File: config.mk
export PLATFORM = sky130hd
export DESIGN_NAME = game_status_ctrl
export DESIGN_NICKNAME = d
export VERILOG_FILES = /design/src/rtl/game_status_ctrl.sv
export SDC_FILE = /design/constraint.sdc
export NUM_CORES = 1
export LEC_CHECK = 0
export ABC_AREA = 0
export ABC_CLOCK_PERIOD_IN_PS = 6600
export CELL_PAD_IN_SITES_DETAIL_PLACEMENT = 0
export CELL_PAD_IN_SITES_GLOBAL_PLACEMENT = 2
export CORE_MARGIN = 1.5
export CORE_UTILIZATION = 31
export DETAILED_ROUTE_END_ITERATION = 8
export PLACE_DENSITY = 0.87
export SLEW_MARGIN = 15
export SYNTH_ARGS = -nofsm -noshare
export SYNTH_HDL_FRONTEND = slang
export SYNTH_SLANG_ARGS = --single-unit
File: constraint.sdc
create_clock -name clock -period 6.6 [get_ports clock]
set_clock_uncertainty 0.2 [all_clocks]
set_input_delay 0.66 -clock clock [delete_from_list [all_inputs] [get_ports clock]]
set_output_delay 0.66 -clock clock [all_outputs]
set_load 0.01 [all_outputs]
File: src/rtl/game_status_ctrl.sv
// Game-state sequencer for the video game controller: button conditioning,
// frame-tick scoring, LFSR randomness and the between-game soft reset.
module game_status_ctrl #(
  parameter logic [15:0] LEVEL_UP_SCORE = 16'd1800,
  parameter logic [2:0]  RESTART_CYCLES = 3'd4,
  parameter logic [15:0] LFSR_SEED      = 16'hACE1
) (
  input  logic        clock,
  input  logic        rst,
  input  logic        btn_left,
  input  logic        btn_right,
  input  logic        btn_start,
  input  logic        btn_icon,
  input  logic        collison_detect,
  input  logic [9:0]  Pixel_row,
  input  logic [9:0]  Pixel_column,
  output logic [7:0]  game_info_reg,
  output logic [7:0]  randomized_value,
  output logic [15:0] score,
  output logic        game_rst
);

  typedef enum logic [1:0] {IDLE, PLAY, OVER, RESTART} state_t;

  state_t      state;
  logic [3:0]  sync1, sync2;   // {icon, start, right, left}
  logic        start_q, icon_q, origin_q;
  logic        start_pulse, icon_pulse, frame_tick, at_origin, playing;
  logic [15:0] lfsr;
  logic [2:0]  rcnt;
  logic [1:0]  icon_sel, move;

  assign at_origin   = (Pixel_row == 10'd0) && (Pixel_column == 10'd0);
  assign frame_tick  = at_origin & ~origin_q;
  assign start_pulse = sync2[2] & ~start_q;
  assign icon_pulse  = sync2[3] & ~icon_q;

  always_ff @(posedge clock) begin
    if (rst) begin
      sync1    <= '0;
      sync2    <= '0;
      start_q  <= 1'b0;
      icon_q   <= 1'b0;
      origin_q <= 1'b0;
      lfsr     <= LFSR_SEED;
    end else begin
      sync1    <= {btn_icon, btn_start, btn_right, btn_left};
      sync2    <= sync1;
      start_q  <= sync2[2];
      icon_q   <= sync2[3];
      origin_q <= at_origin;
      // Galois right-shift; a non-zero seed keeps the sequence off zero
      lfsr     <= (lfsr >> 1) ^ (lfsr[0] ? 16'hB400 : 16'h0000);
    end
  end

  always_ff @(posedge clock) begin
    if (rst) begin
      state    <= IDLE;
      score    <= '0;
      game_rst <= 1'b0;
      rcnt     <= '0;
      icon_sel <= '0;
      move     <= '0;
    end else begin
      move <= (sync2[0] & ~sync2[1]) ? 2'b10 :
              (sync2[1] & ~sync2[0]) ? 2'b01 : 2'b00;
      case (state)
        IDLE: begin
          if (icon_pulse)  icon_sel <= icon_sel + 2'd1;
          if (start_pulse) state    <= PLAY;
        end
        PLAY: begin
          // collision wins over a same-cycle frame tick
          if (collison_detect)
            state <= OVER;
          else if (frame_tick && score != 16'hFFFF)
            score <= score + 16'd1;
        end
        OVER: begin
          if (start_pulse) begin
            state    <= RESTART;
            game_rst <= 1'b1;
            score    <= '0;
            rcnt     <= '0;
          end
        end
        RESTART: begin
          if (rcnt == RESTART_CYCLES - 3'd1) begin
            state    <= IDLE;
            game_rst <= 1'b0;
          end else begin
            rcnt <= rcnt + 3'd1;
          end
        end
        default: state <= IDLE;
      endcase
    end
  end

  assign playing          = (state == PLAY);
  assign randomized_value = lfsr[7:0];
  assign game_info_reg    = {state == OVER, icon_sel, score >= LEVEL_UP_SCORE,
                             playing, 1'b0, playing ? move : 2'b00};

endmodule

### Word-level counts from Yosys, hierarchy flattened

Cells that the tools add are included.

* order comparisons: 1
* bitwise operators: 11
* $add $sub $neg: 3
* muxes and demuxes: 19
* eq/ne operators: 12
* reductions and logical operators: 13

Operator list (count)
* $mux W16: 4
* $pmux W16 S2: 1
* $logic_not A10 Y1: 2
* $add A16 B1 Y16 const B: 1
* $ge A16 B11 Y1 const B: 1
* $ne A16 B16 Y1 const B: 1
* $xor A15 B16 Y16: 1
* $mux W2: 6
* $ne A2 B2 Y1 const B: 5
* $pmux W2 S4: 1
* $reduce_and A4 Y1: 2
* $mux W3: 2
* $pmux W3 S2: 1
* $reduce_and A3 Y1: 2
* $and A1 B1 Y1: 5
* $not A1 Y1: 5
* $eq A2 B2 Y1 const B: 2
* $ne A2 B1 Y1 const B: 2
* $reduce_bool A2 Y1: 2
* $add A3 B1 Y3 const B: 1
* $eq A3 B2 Y1 const B: 1
* $mux W1: 3
* $add A2 B1 Y2 const B: 1
* $eq A2 B1 Y1 const B: 1
* other kinds (5): 6

* word-level logic and storage cells: 72
* bits of input ports: 27
* output and inout port bits: 33
* register bits after elaboration: 53

### Depth between registers and ports, before layout

* depth in word-level cells: 7
* depth in mapped cells: 9
* depth with buffers taken out: 7

### Worst setup path after synthesis

No wires, ideal clock.

* path kind: in2reg
* start: input Pixel_column[0]
* end: register score[13]
* stages: 5
* setup time: 122 ps
* path slack: 4329 ps
* arrival: 1949 ps
* path buffers: 0
* data required time: 6278 ps
* cells stage by stage: nor4_1 nand3_1 nor4_2 nor3_1 a221o_1

* cells in the longest elaborated chain, start to end: 6

Ends and longest elaborated chain
* start: declaration: line 16 `input logic [9:0] Pixel_column,`
* $logic_not A10 Y1: line 33 `assign at_origin = (Pixel_row == 10'd0) && (Pixel_column == 10'd0);`
* $logic_and A1 B1 Y1: line 33
* $and A1 B1 Y1: line 34 `assign frame_tick = at_origin & ~origin_q;`
* $logic_and A1 B1 Y1: line 77 `else if (frame_tick && score != 16'hFFFF)`
* $ne A2 B1 Y1 (no source line)
* $reduce_and A4 Y1 (no source line)
* end signal: assignment: line 78 `score <= score + 16'd1;`
* end: declaration: line 19 `output logic [15:0] score,`

Every way passes these cells.
A chain may end at the register's enable or synchronous reset.

### Worst setup path in the final report

* start: register score[4]
* end: output game_info_reg[4]

* cells in the longest elaborated chain, start to end: 1

Ends and longest elaborated chain
* $ge A16 B11 Y1: line 103 `assign game_info_reg = {state == OVER, icon_sel, score >= LEVEL_UP_SCORE,`
* end: declaration: line 17 `output logic [7:0] game_info_reg,`

Every way passes these cells.

==> summary by stage <==
Synthesis
The leading register cell type out of synthesis is sky130_fd_sc_hd__dfxtp_1. Synthesis handed over a netlist of 244 instances. Of all cell types, the one taking the most synthesized area is sky130_fd_sc_hd__dfxtp_1. In the post-synthesis netlist, the biggest area contributors are sky130_fd_sc_hd__dfxtp_1 (46%), sky130_fd_sc_hd__nor2b_1 (5.5%), sky130_fd_sc_hd__ha_1 (4.4%). The distinct cell type count after synthesis is 43.

The post-synthesis register bit count is 53. When the netlist entered floorplanning its net count stood at 279. In the post-synthesis netlist, the cell with the most instances is sky130_fd_sc_hd__dfxtp_1. In the synthesized netlist, the cells that appear most often are sky130_fd_sc_hd__dfxtp_1 (53), sky130_fd_sc_hd__nor2b_1 (20), sky130_fd_sc_hd__nor2_1 (17). The number of enable flip-flop cells after synthesis is 0. Of the synthesized area, sequential elements account for 46.5%. After synthesis the cells add up to 2280 um2. The share of the synthesized area in the top cell type is 46.5%. In the synthesized netlist the async set-or-reset flop fraction comes to 0%. The total of warnings raised by yosys is 0. The average instance area after synthesis is 9.35 um2.

CTS
Once the clock tree was built, the setup fixing pass inserted 0 buffers. The tree built by TritonCTS fans out to 53 sinks. The H-tree was split into 2 levels. The clock-pin slew of the registers on the worst-case setup and hold paths is 0.10 ns. The TritonCTS clock tree is done. The clock tree root driver cell is sky130_fd_sc_hd__clkbuf_8. Clock latency on the worst-skew pair, taken at its later pin, is 0.30 ns. Counting along the longest clock path gives a buffer depth of 2. After clock tree synthesis, the repair step resized 0 gates. The number of hold-repair buffers added at the cts stage is 0. In this run, CTS created clock tree buffers numbering 5.

Power
In this run the power density over the cells is 195 nW/um2. The total chip power is 0.581 mW. The maximum vdd drop is 0.139 mV. Summed over all cells, the static leakage comes to 1.09 nW.

STA
The worst max-slew margin expressed relative to the limit is 40.5%. At the pin with the least slew margin, the transition time is 0.889 ns. The worst hold slack after final layout is 0.221 ns. The shortest clock period the worst path allows after layout is 2.83 ns.

The setup total negative slack is 0 ns. Setup violations remaining at the end of the flow were counted as 0. The smallest setup slack after layout is 3.77 ns. Setup repair after global routing left no endpoint under its margin. The count of pins over their slew limit was 0. After layout, the worst path uses 42.9% of the clock period. The peak clock frequency supported by timing is 353 MHz. The number of hold-slack violations in the final timing report is 0.

Floorplanning
The I/O pin count is 60. The initial utilization of the core area, before any placement, comes to 31.8%. The die footprint is 7890 um2. Measured along the x axis, the die boundary spans 88.8 um. The number of rows created at floorplan is 31. The chip height is 88.8 um. The floorplan step defined a core boundary enclosing 7180 um2.

Global routing
The largest net degree at the start of global routing is 43. The wire length of the first global-routing pass is 7920 um. The number of global-route vias before repair is 1710.

Across every metal layer, demand over resource in global routing totals 12.8%. The total global routing overflow is 0. The number of antenna violations at the first check in global routing is 0.

Critical path
The largest driver fanout on the critical path is 8. The arrival time reported for the critical path endpoint is 1.97 ns. STA classifies the critical path startpoint as a flop. STA puts the critical path data required time at 5.74 ns.

The classification of the worst setup path is flop to primary output. The critical path capture point type is a primary output.

Placement
The pre-CTS setup slack is 3.26 ns. The final RePlAce weighted congestion is 0.726. In this run the cell area measured after placement is 2880 um2.

The cell count after placement is 383. The count of port buffers added during placement is 58. Detailed placement finished with a half-perimeter wire length of 3300 um.

Detailed routing
For this block, the routed nets add up to 4690 um of wire. The final route contains 1826 vias. The detail route stage leaves a number of antenna-violating nets equal to 0. The number of iterations in the first detailed-routing pass is 4.

The average detailed-routed wire length per instance is 12.0 um. In the routed design, unresolved DRC markers number 0. The via density per instance is 4.67. For this block, the initial DRC count from the detailed router was 65.

Finish
The post-layout utilization of the core is 41.6%. The post-route netlist has 6.85% of its cells at a drive strength greater than 1. The final non-filler cell area is 2980 um2. The post-route non-filler standard cell count is 391.

The number of antenna diodes in the final layout is 0. From synthesis to final layout, the design area changed by 30.6%. The final layout contains 326 nets.

Min path
The tightest min-delay check is of the flop to flop type.

Flow run
The reported max-cap violation count is 0.

Status
The flow ran to the end, and the final reports show no timing, DRC or antenna violations.
-- flip-flops by register name (all words and copies together), names as in the netlist --
signal / count
score: 16
lfsr: 16
state: 2
game_rst: 1
start_q: 1
sync2: 4
icon_sel: 2
move: 2
icon_q: 1
origin_q: 1
rcnt: 3
sync1: 4
-- per-layer routing --
layer	GRT usage, %	wire length, um	vias to the layer above
li1	-	-	941
met1	16.1	2290	831
met3	3.26	187	7
met4	3.69	53	0
met2	21.7	2160	47
met5	0	0	-
-- power breakdown --
group	total (mW)	switching [mW]	leakage [nW]	internal [mW]
sequential	0.335	0.00473	0.434	0.330
clock	0.194	0.115	0.0506	0.0795
combinational	0.0513	0.0199	0.604	0.0313
-- cell type report --
| type | count | area [um2] |
|---|---|---|
| Fill cell | 733 | 4190 |
| Multi-Input combinational cell | 165 | 1080 |
| Sequential cell | 53 | 1060 |
| Timing Repair Buffer | 59 | 588 |
| Tap cell | 99 | 124 |
| Clock buffer | 5 | 68.8 |
| Clock inverter | 3 | 28.8 |
| Inverter | 7 | 26.3 |
-- logic make-up (layout without fill, tap and decap cells) --
group | Yosys count | after routing | synth area share, %
AO/OA/AOI/OAI | 42 | 42 | 11.6
flip-flops | 53 | 53 | 46.5
other | 1 | 1 | 0.164
XOR/XNOR | 5 | 5 | 1.92
adder cells (fa/ha/maj) | 8 | 8 | 4.39
multiplexers | 3 | 3 | 1.32
AND/OR/NAND/NOR | 106 | 106 | 27.7
buffers and inverters | 26 | 74 | 6.36
-- critical path, stage by stage (launching register included) --
cell and delay [ns]:
sky130_fd_sc_hd__dfxtp_1 0.40, sky130_fd_sc_hd__or4_1 0.53, sky130_fd_sc_hd__o21ai_0 0.17, sky130_fd_sc_hd__nand3_1 0.09
sky130_fd_sc_hd__clkdlybuf4s50_1 0.48
-- layout by cell type, fill, tap and decap left out, types with 7 or more instances in the layout --
cell                              instances
sky130_fd_sc_hd__clkdlybuf4s50_1         58
sky130_fd_sc_hd__dfxtp_1                 53
sky130_fd_sc_hd__nor2b_1                 20
sky130_fd_sc_hd__nor2_1                  17
sky130_fd_sc_hd__a31oi_1                 13
sky130_fd_sc_hd__nand2_1                 11
sky130_fd_sc_hd__a21oi_1                 11
sky130_fd_sc_hd__nand3_1                  9
sky130_fd_sc_hd__nor4_1                   8
sky130_fd_sc_hd__nand2b_1                 8
sky130_fd_sc_hd__ha_1                     8
sky130_fd_sc_hd__inv_1                    7
sky130_fd_sc_hd__o21ai_0                  7
-- path summary, 6_finish.rpt --
check,slack (ns),startpoint,depth (start not counted),endpoint
hold reg to reg,0.22,lfsr[12]$_SDFF_PP0_,1,lfsr[11]$_SDFF_PP1_
setup reg to reg,4.02,state[0]$_SDFFE_PP0P_,6,score[14]$_SDFFE_PP0P_
setup / recovery,3.77,score[4]$_SDFFE_PP0P_,4,game_info_reg[4]
hold / removal,0.22,lfsr[12]$_SDFF_PP0_,1,lfsr[11]$_SDFF_PP1_
No activity file was read; power rests on OpenSTA's default activity.
